$ cat config.mk
export PLATFORM = sky130hd
export DESIGN_NAME = jpeg_qtable_bank
export DESIGN_NICKNAME = d
export VERILOG_FILES = /design/src/rtl/jpeg_qtable_bank.sv
export SDC_FILE = /design/constraint.sdc
export NUM_CORES = 2
export LEC_CHECK = 0
export ABC_AREA = 1
export CELL_PAD_IN_SITES_DETAIL_PLACEMENT = 2
export CELL_PAD_IN_SITES_GLOBAL_PLACEMENT = 2
export CORE_ASPECT_RATIO = 0.75
export CORE_MARGIN = 1.5
export CORE_UTILIZATION = 39
export DETAILED_ROUTE_END_ITERATION = 16
export GPL_TIMING_DRIVEN = 0
export PLACE_DENSITY = 0.76
export RECOVER_POWER = 50
export SYNTH_ARGS = -nofsm -noshare
export SYNTH_HDL_FRONTEND = slang
export SYNTH_SLANG_ARGS = --single-unit
$ cat constraint.sdc
create_clock -name clk_i -period 4.6 [get_ports clk_i]
set_input_delay 0.92 -clock clk_i [delete_from_list [all_inputs] [get_ports clk_i]]
set_output_delay 0.92 -clock clk_i [all_outputs]
set_load 0.01 [all_outputs]
$ cat src/rtl/jpeg_qtable_bank.sv
// -----------------------------------------------------------------------------
// jpeg_qtable_bank
//
// Quantisation-table bank for the JPEG encoder. It holds 2**TBL_W runtime
// tables of 64 entries each. A start request rebuilds one table from the
// standard base table (luminance for even table indices, chrominance for odd
// ones), scaled by an unsigned Q8 factor (256 = 1.0), through a three-stage
// pipeline:
//   ROM read -> multiply/round/clamp -> RAM write.
// After reset every table is rebuilt at unit scale before the bank goes idle.
//
// Optional feature macro: QTABLE_HOST_WR_EN
//   defined   : wr_* ports write the RAM while the bank is idle.
//   undefined : wr_* ports are present but ignored.
//
// Ports
//   clk_i      clock
//   rst_i      asynchronous active-high reset
//   start_i    start a scale run (honoured only while busy_o = 0)
//   scale_i    Q8 scale factor, sampled with start_i
//   tbl_sel_i  table to rebuild, sampled with start_i
//   busy_o     init or scale run in progress
//   done_o     one-cycle pulse when a start_i-initiated run finishes
//   rd_i       read request
//   rd_tbl_i   read table
//   rd_addr_i  read address (raster index 0..63)
//   data_o     registered read data
//   valid_o    data_o holds the result of the read issued last cycle
//   wr_i       host write strobe
//   wr_tbl_i   host write table
//   wr_addr_i  host write address
//   wr_data_i  host write data
// -----------------------------------------------------------------------------
module jpeg_qtable_bank #(
  parameter int DATA_W  = 11,
  parameter int TBL_W   = 1,
  parameter int SCALE_W = 16,
  parameter int Q_MAX   = 255
) (
  input  logic               clk_i,
  input  logic               rst_i,
  input  logic               start_i,
  input  logic [SCALE_W-1:0] scale_i,
  input  logic [TBL_W-1:0]   tbl_sel_i,
  output logic               busy_o,
  output logic               done_o,
  input  logic               rd_i,
  input  logic [TBL_W-1:0]   rd_tbl_i,
  input  logic [5:0]         rd_addr_i,
  output logic [DATA_W-1:0]  data_o,
  output logic               valid_o,
  input  logic               wr_i,
  input  logic [TBL_W-1:0]   wr_tbl_i,
  input  logic [5:0]         wr_addr_i,
  input  logic [DATA_W-1:0]  wr_data_i
);

  localparam int NUM_TBL = 2 ** TBL_W;
  localparam int P_W     = DATA_W + SCALE_W;

  // Standard JPEG base tables, raster order.
  localparam logic [7:0] LUMA_ROM [64] = '{
    8'd16, 8'd11, 8'd10, 8'd16, 8'd24,  8'd40,  8'd51,  8'd61,
    8'd12, 8'd12, 8'd14, 8'd19, 8'd26,  8'd58,  8'd60,  8'd55,
    8'd14, 8'd13, 8'd16, 8'd24, 8'd40,  8'd57,  8'd69,  8'd56,
    8'd14, 8'd17, 8'd22, 8'd29, 8'd51,  8'd87,  8'd80,  8'd62,
    8'd18, 8'd22, 8'd37, 8'd56, 8'd68,  8'd109, 8'd103, 8'd77,
    8'd24, 8'd35, 8'd55, 8'd64, 8'd81,  8'd104, 8'd113, 8'd92,
    8'd49, 8'd64, 8'd78, 8'd87, 8'd103, 8'd121, 8'd120, 8'd101,
    8'd72, 8'd92, 8'd95, 8'd98, 8'd112, 8'd100, 8'd103, 8'd99
  };

  localparam logic [7:0] CHROMA_ROM [64] = '{
    8'd17, 8'd18, 8'd24, 8'd47, 8'd99, 8'd99, 8'd99, 8'd99,
    8'd18, 8'd21, 8'd26, 8'd66, 8'd99, 8'd99, 8'd99, 8'd99,
    8'd24, 8'd26, 8'd56, 8'd99, 8'd99, 8'd99, 8'd99, 8'd99,
    8'd47, 8'd66, 8'd99, 8'd99, 8'd99, 8'd99, 8'd99, 8'd99,
    8'd99, 8'd99, 8'd99, 8'd99, 8'd99, 8'd99, 8'd99, 8'd99,
    8'd99, 8'd99, 8'd99, 8'd99, 8'd99, 8'd99, 8'd99, 8'd99,
    8'd99, 8'd99, 8'd99, 8'd99, 8'd99, 8'd99, 8'd99, 8'd99,
    8'd99, 8'd99, 8'd99, 8'd99, 8'd99, 8'd99, 8'd99, 8'd99
  };

  typedef enum logic [1:0] {
    ST_INIT  = 2'd0,
    ST_IDLE  = 2'd1,
    ST_SCALE = 2'd2,
    ST_DRAIN = 2'd3
  } state_t;

  // Base entry lookup; odd tables use the chrominance base.
  function automatic logic [DATA_W-1:0] base_rom(input logic sel, input logic [5:0] addr);
    logic [7:0] b;
    if (sel) begin
      b = CHROMA_ROM[addr];
    end else begin
      b = LUMA_ROM[addr];
    end
    return {{(DATA_W-8){1'b0}}, b};
  endfunction

  // Q8 multiply with round-half-up, then clamp into [1, Q_MAX].
  function automatic logic [DATA_W-1:0] scale_entry(input logic [DATA_W-1:0] base,
                                                    input logic [SCALE_W-1:0] scale);
    logic [P_W-1:0] p;
    logic [P_W-1:0] r;
    logic [DATA_W-1:0] q;
    p = P_W'(base) * P_W'(scale);
    r = (p + P_W'(9'd128)) >> 8;
    if (r == P_W'(1'b0)) begin
      q = DATA_W'(1'b1);
    end else if (r > P_W'(Q_MAX)) begin
      q = DATA_W'(Q_MAX);
    end else begin
      q = r[DATA_W-1:0];
    end
    return q;
  endfunction

  state_t             state_r, state_s;
  logic [5:0]         cnt_r, cnt_s;
  logic [TBL_W-1:0]   tbl_r, tbl_s;
  logic               dcnt_r, dcnt_s;
  logic               init_r, init_s;
  logic [SCALE_W-1:0] scale_r, scale_s;
  logic               issue_s;
  logic               fin_s;
  logic               busy_r;
  logic               done_pend_r;
  logic               done_r;

  logic               s1_vld_r;
  logic [TBL_W-1:0]   s1_tbl_r;
  logic [5:0]         s1_addr_r;
  logic [DATA_W-1:0]  s1_base_r;
  logic [SCALE_W-1:0] s1_scale_r;
  logic               s2_vld_r;
  logic [TBL_W-1:0]   s2_tbl_r;
  logic [5:0]         s2_addr_r;
  logic [DATA_W-1:0]  s2_q_r;

  logic [DATA_W-1:0]  ram_r [NUM_TBL][64];
  logic [DATA_W-1:0]  data_r;
  logic               valid_r;
  logic               host_we_s;

`ifdef QTABLE_HOST_WR_EN
  // Host writes only land while the bank reports idle.
  assign host_we_s = wr_i & ~busy_r;
`else
  logic unused_wr_s;
  assign host_we_s   = 1'b0;
  assign unused_wr_s = wr_i;
`endif

  // FSM state and run-context registers.
  always_ff @(posedge clk_i or posedge rst_i) begin
    if (rst_i) begin
      state_r <= ST_INIT;
      cnt_r   <= 6'd0;
      tbl_r   <= '0;
      dcnt_r  <= 1'b0;
      init_r  <= 1'b1;
      scale_r <= '0;
    end else begin
      state_r <= state_s;
      cnt_r   <= cnt_s;
      tbl_r   <= tbl_s;
      dcnt_r  <= dcnt_s;
      init_r  <= init_s;
      scale_r <= scale_s;
    end
  end

  // Next-state logic: INIT walks every table, SCALE walks one, DRAIN flushes
  // the two pipeline stages before moving on.
  always_comb begin
    state_s = state_r;
    cnt_s   = cnt_r;
    tbl_s   = tbl_r;
    dcnt_s  = dcnt_r;
    init_s  = init_r;
    scale_s = scale_r;
    issue_s = 1'b0;
    fin_s   = 1'b0;
    case (state_r)
      ST_INIT, ST_SCALE: begin
        issue_s = 1'b1;
        if (cnt_r == 6'd63) begin
          state_s = ST_DRAIN;
          cnt_s   = 6'd0;
          dcnt_s  = 1'b0;
        end else begin
          cnt_s = cnt_r + 6'd1;
        end
      end
      ST_DRAIN: begin
        if (dcnt_r) begin
          if (init_r && (tbl_r != TBL_W'(NUM_TBL - 1))) begin
            state_s = ST_INIT;
            tbl_s   = tbl_r + TBL_W'(1'b1);
            cnt_s   = 6'd0;
          end else begin
            state_s = ST_IDLE;
            fin_s   = ~init_r;
            init_s  = 1'b0;
          end
        end else begin
          dcnt_s = 1'b1;
        end
      end
      ST_IDLE: begin
        // busy_r lags the state by a cycle, so check both.
        if (start_i && !busy_r) begin
          state_s = ST_SCALE;
          scale_s = scale_i;
          tbl_s   = tbl_sel_i;
          cnt_s   = 6'd0;
          init_s  = 1'b0;
        end else begin
          state_s = ST_IDLE;
        end
      end
      default: begin
        state_s = ST_INIT;
      end
    endcase
  end

  // busy/done outputs; done is delayed one cycle so it coincides with busy
  // falling, which itself trails the FSM by a cycle.
  always_ff @(posedge clk_i or posedge rst_i) begin
    if (rst_i) begin
      busy_r      <= 1'b1;
      done_pend_r <= 1'b0;
      done_r      <= 1'b0;
    end else begin
      busy_r      <= (state_r != ST_IDLE);
      done_pend_r <= fin_s;
      done_r      <= done_pend_r;
    end
  end

  // Pipeline stage 1: ROM read and run context.
  always_ff @(posedge clk_i or posedge rst_i) begin
    if (rst_i) begin
      s1_vld_r   <= 1'b0;
      s1_tbl_r   <= '0;
      s1_addr_r  <= 6'd0;
      s1_base_r  <= '0;
      s1_scale_r <= '0;
    end else begin
      s1_vld_r   <= issue_s;
      s1_tbl_r   <= tbl_r;
      s1_addr_r  <= cnt_r;
      s1_base_r  <= base_rom(tbl_r[0], cnt_r);
      s1_scale_r <= (state_r == ST_INIT) ? SCALE_W'(9'd256) : scale_r;
    end
  end

  // Pipeline stage 2: scaled, rounded and clamped entry.
  always_ff @(posedge clk_i or posedge rst_i) begin
    if (rst_i) begin
      s2_vld_r  <= 1'b0;
      s2_tbl_r  <= '0;
      s2_addr_r <= 6'd0;
      s2_q_r    <= '0;
    end else begin
      s2_vld_r  <= s1_vld_r;
      s2_tbl_r  <= s1_tbl_r;
      s2_addr_r <= s1_addr_r;
      s2_q_r    <= scale_entry(s1_base_r, s1_scale_r);
    end
  end

  // Table RAM write port; the internal pipeline wins over the host.
  always_ff @(posedge clk_i) begin
    if (s2_vld_r) begin
      ram_r[s2_tbl_r][s2_addr_r] <= s2_q_r;
    end else if (host_we_s) begin
      ram_r[wr_tbl_i][wr_addr_i] <= wr_data_i;
    end
  end

  // Registered read port; returns the pre-write value on a same-edge collision.
  always_ff @(posedge clk_i or posedge rst_i) begin
    if (rst_i) begin
      data_r  <= '0;
      valid_r <= 1'b0;
    end else begin
      valid_r <= rd_i;
      if (rd_i) begin
        data_r <= ram_r[rd_tbl_i][rd_addr_i];
      end
    end
  end

  assign busy_o  = busy_r;
  assign done_o  = done_r;
  assign data_o  = data_r;
  assign valid_o = valid_r;

endmodule

# Word-level counts from Yosys, hierarchy flattened
# Memory sizes are Yosys's and may differ from the RTL's.
# Cells that the tools add are included.
# word_totals
inputBits	47
memories	3
elab_cells	101
mem_bits_rw	1408
out_inout_bits	14
mem_bits_ro	1024
ff_bits	93
# memory_table
memory	depth	word_bits	rd	rd_clocked_by_memory_dff	wr	line	rtl
ram_r	2	704	1	0	1	142	logic [DATA_W-1:0] ram_r [NUM_TBL][64];
(no name shown)	64	8	1	0	0	97	b = LUMA_ROM[addr];
(no name shown)	64	8	1	0	0	95	b = CHROMA_ROM[addr];
# op_classes
n_mul	1
order_cmp	5
eq_ne	10
mux	39
reduce_logical	15
bitwise_logic	5
n_addsub	3
# ops
operator	n
2-to-1 mux 704 bit	1
binary-select mux 11 bit (select 6 bit)	1
demux 11 bit (select 6 bit)	1
2-to-1 mux 11 bit	5
2-to-1 mux 8 bit	5
logical NOT 27 bit	1
adder 24 x 8 -> 25 bit (second input constant)	1
multiplier 8 x 16 -> 24 bit	1
2-to-1 mux 6 bit	4
>= comparator 7 bit (second input constant)	3
NOT 6 -> 7 bit	3
case mux 6 bit (3 select lines)	1
greater-than comparator 17 x 8 -> 1 bit (second input constant)	1
2-to-1 mux 16 bit	1
2-to-1 mux 1 bit	13
!= test 2 bit (second input constant)	5
AND reduction 4 bit	2
< comparator 7 x 1 -> 1 bit (second input constant)	1
adder 6 x 1 -> 6 bit (second input constant)	1
equality test 6 bit (second input constant)	1
2-to-1 mux 2 bit	3
case mux 1 bit (2 select lines)	3
case mux 2 bit (3 select lines)	1
AND reduction 2 bit	3
11 further kinds	16

# Logic depth before layout (Yosys ltp)
# depth
word_depth	6
ltp_mapped	28

# Worst setup path before layout
# Ideal clock, no wire load.
# synth_timing
kind	register to register
start	reg s1_base_r[3]
end	reg s2_q_r[0]
required_ns	4.475
path_stages_with_launch	24
arrival_time_ns	4.332
n_path_buf	2
synth_period_minus_slack_ns	4.456
slack_ns	0.144
cell_sequence	dfrtp_1 clkbuf_1 clkbuf_1 nand2_1 fa_1 fa_1 inv_1 fa_1 inv_1 fa_1 inv_1 ha_1 nand2_1 inv_1 a21oi_1 nand2_1 nand2_1 nand3b_1 nand2_1 nand3_1 nor2_1 nand2_1 nor2_4 nand2_1
# synth_via
elab_chain_cells	5
# synth_lines
element	line	rtl
from (decl)	135	logic [DATA_W-1:0] s1_base_r;
from (signal assigned)	256	s1_base_r <= base_rom(tbl_r[0], cnt_r);
multiplier 8 x 16 -> 24 bit *	108	p = P_W'(base) * P_W'(scale);
adder 24 x 8 -> 25 bit *	109	r = (p + P_W'(9'd128)) >> 8;
greater-than comparator 17 x 8 -> 1 bit	112	end else if (r > P_W'(Q_MAX)) begin
2-to-1 mux 11 bit	112	
2-to-1 mux 11 bit *	110	if (r == P_W'(1'b0)) begin
to (signal assigned)	272	s2_q_r <= scale_entry(s1_base_r, s1_scale_r);
to (decl)	140	logic [DATA_W-1:0] s2_q_r;
# Every way passes the cells marked *; elsewhere a longest branch is shown, timed or not.
# A chain may end at the register's enable or synchronous reset.

# Worst setup path in the final report
# layout_timing
start	reg s1_base_r[4]
end	reg s2_q_r[4]
# Same word-level chain as after synthesis.

==> flow_summary.json <==
{
  "status": "finished with violations",
  "violations": "capacitance limit, slew limit, setup timing",
  "fill_cells": 17130,
  "cts_sinks": 1500,
  "drc_errors": 0,
  "cts_hold_buffers": 0,
  "worstMarginPinSlew_ns": 3.221,
  "rsz0062_at_grt": "yes",
  "ioPinCount": 61,
  "antenna_found_initial": 22,
  "wl_mm": 287.5,
  "finalNonFillerCells": 8646,
  "slowest_delay_ns": 0.59,
  "worst_hold_path.endpoint": "s2_addr_r[1]",
  "final_nets": 6462,
  "rr_worst_depth": 22,
  "critPathKind": "reg2reg",
  "slew_headroom_pct": -114.7,
  "initial_utilization_pct": 39.22,
  "use_met1_pct": 46.56,
  "yosysTopAreaCellShare_pct": 64.47,
  "clkSlewWorstSetupHoldPaths_ns": 0.07,
  "syn_area_mm2": 0.06558,
  "crit_path_end_kind": "flip-flop",
  "worst_ep_arrival_time_ns": 5.59,
  "crit_path_top_delay_cell": "fa_1",
  "cp-start-kind": "flip-flop",
  "p_sw_mw": 17.27,
  "numCtsBuffers": 157,
  "final_core_util_pct": 45.35,
  "yosys_warnings": 0,
  "use_met3_pct": 9.018,
  "p_leak_nw": 28.53,
  "setup_viol": 239,
  "clock_latency_ns": 0.84,
  "crit_fanout": 8,
  "dp_slack_ns": -1.132,
  "p_per_area_mw_per_mm2": 594.2,
  "final_hold_viol_count": 0,
  "reg2reg_slack_ns": -0.28,
  "core_mm2": 0.1672,
  "die_x_um": 476.5,
  "max-clock-path-buffers": 3,
  "power.share.switching_pct": 38.33,
  "wl_per_cell_um": 33.25,
  "grt_pass1_wl_mm": 402.3,
  "crit_required_ns": 5.31,
  "grt_usage_pct": 33.21,
  "place_inst": 8319,
  "internal_power_mw": 27.79,
  "grt_max_degree": 73,
  "fin_crit_ns": 4.883,
  "finClkSkew_ns": 0.04104,
  "grt-busiest-layer": "met2",
  "setup_slack_ns": -0.2832,
  "drtIter0Drc": 6464,
  "clkPwrFrac_pct": 27.6,
  "cts-root-buf": "clkbuf_16",
  "p_seq_share_pct": 37.3,
  "grt_pass1_vias": 53785,
  "h-tree-depth": 4,
  "vias_per_cell": 5.949,
  "pwr-share-comb_pct": 35.0,
  "synth_common_cells": "nand2_1, edfxtp_1, nand3_1",
  "yosys.area.top_type": "edfxtp_1",
  "ys_ff_latch": 1500,
  "groute.layer.met2.usage_pct": 49.70,
  "die_y_um": 358.1,
  "grt_overflow": 0,
  "whs_path_depth": 0,
  "peakVddDrop_mv": 0.7452,
  "dieArea_mm2": 0.1707,
  "path_cells": "buf_6, nand2_4, inv_4, fa_2, fa_1, fa_1, inv_2, fa_1, inv_2, ha_4, a21oi_4, nor2_2, nor2_2, buf_4, o21a_1, nand2_1, nand2_1, nand2_2, nor2_4, nand2_2, nor2_4, nand2_1",
  "vias": 51438,
  "rows": 130,
  "fin_crit_sh_pct": 106.2,
  "drv_slew": 1110,
  "r2r_start": "s1_base_r[4]",
  "ys_top_cells_by_area": "edfxtp_1, nand2_1, nand3_1, dfrtp_1, fa_1",
  "fmax_mhz": 204.8,
  "r2r_end": "s2_q_r[4]",
  "postRouteAntennaNets": 0,
  "syn-mean-instance-area_um2": 11.01,
  "first_pass_iters": 6,
  "syn_to_final_growth_pct": 15.61,
  "yosysMostFrequentCell": "nand2_1",
  "syn_inst": 5957,
  "dp_hpwl_mm": 202.0,
  "async_reset_ff_share_pct": 6.133,
  "finalWeightedCongestion": 0.9659,
  "hold_start": "s1_addr_r[1]",
  "hold_path_class": "reg2reg",
  "max_cap_violations": 19,
  "drive_gt1_share_pct": 12.26,
  "synth-edff-count": 1408,
  "synth_cell_types": 43,
  "ys_seq_area_share_pct": 67.98,
  "portBuffers": 38,
  "synth-main-ff-cell": "edfxtp_1",
  "cts_tree": "built"
}
layout make-up:
cell class	count	area (µm²)	area share (%)
multi-input cells	3771	18810	24.81
clock buffers	209	4288	5.655
inverters	337	1271	1.677
repair buffers	156	1683	2.219
clock inverters	75	523.0	0.6898
well taps	2244	2808	3.703
diodes	7	17.52	0.02310
plain buffers	347	1802	2.376
flip-flops and latches	1500	44620	58.85
power groups by stage:
stage	Combinational, mW	Clock, mW	Sequential [mW]
after floorplan	6.92	0	16.7
after global placement	11.0	0	17.4
after detailed placement	12.2	0	17.0
after CTS	15.2	12.5	16.8
after global routing	17.0	13.0	16.8
final	15.8	12.4	16.8
layout by cell type (no fill, tap or decap), drive strengths merged, types with 36 or more instances in the layout:
cell type,instances
ha,75
nand3,1386
nand2,1891
o21ai,48
clkbuf,304
nor3,48
edfxtp,1408
buf,370
dfrtp,90
clkdlybuf4s50,36
inv,340
fa,70
nor2,171
clkinv,64
metal layers:
metal | wire, µm | share of wire, % | vias to the layer above
li1 | - | - | 21140
met1 | 121100 | 42 | 27124
met2 | 125200 | 44 | 2624
met3 | 30450 | 11 | 538
met4 | 10670 | 3.7 | 12
met5 | 80 | 0.028 | -
logic make-up (layout without fill, tap and decap cells):
group	Yosys count	after routing	synth area share (%)
DFF	1500	1500	67.98
buffers and inverters	688	1124	4.529
other	1	10	0.005718
adders and majority gates	145	145	3.568
and+or+nand+nor	3513	3513	22.94
AOI/OAI and AO/OA	110	110	0.9730
critical path, delay by kind of cell, from the launching register on:
| kind | cells | cell delay, ns |
|---|---|---|
| adders and majority gates | 5 | 2.45 |
| and+or+nand+nor | 10 | 1.06 |
| buffers and inverters | 5 | 0.43 |
| AOI/OAI and AO/OA | 2 | 0.39 |
| DFF | 1 | 0.45 |
sequential cells by signal (all words and copies together) (netlist names), 2 cells and up:
signal	flops
s1_addr_r	6
cnt_r	6
s2_q_r	11
data_o	11
s2_addr_r	6
s1_base_r	7
s1_scale_r	16
ram_r	1408
state_r	2
scale_r	16
worst max path at each step:
stage,start,to,slack [ns],depth (start not counted)
2_1_floorplan,s1_base_r[3],s2_q_r[0],0.14,23
3_3_place_gp,rst_i,s2_q_r[3],-1.01,2
3_5_place_dp,s1_base_r[3],s2_q_r[0],-1.13,23
4_1_cts,s1_base_r[4],s2_q_r[4],-0.03,23
5_1_grt,s1_base_r[4],s2_q_r[0],-0.42,22
6_report,s1_base_r[4],s2_q_r[4],-0.28,22
per-stage QoR:
step	cell area [µm²]	setup TNS (ns)	hold slack, ns	power [mW]
CTS	75940	-0.1845	0.3542	44.40
floorplan	65590	0	0.3312	23.62
detailed placement	70330	-9.040	0.3409	29.20
global placement	68780	-852.50	0.3351	28.38
finish	75820	-23.81	0.3503	45.05
global route	75810	-26.59	0.3752	46.80
repair_timing:
action	CTS	global route
gates resized for setup	166	21
setup endpoints to repair	8	8
buffers inserted	30	4
pin swaps	61	18
cloned	1	0
Note: power is estimated with default switching activity, not from simulation.
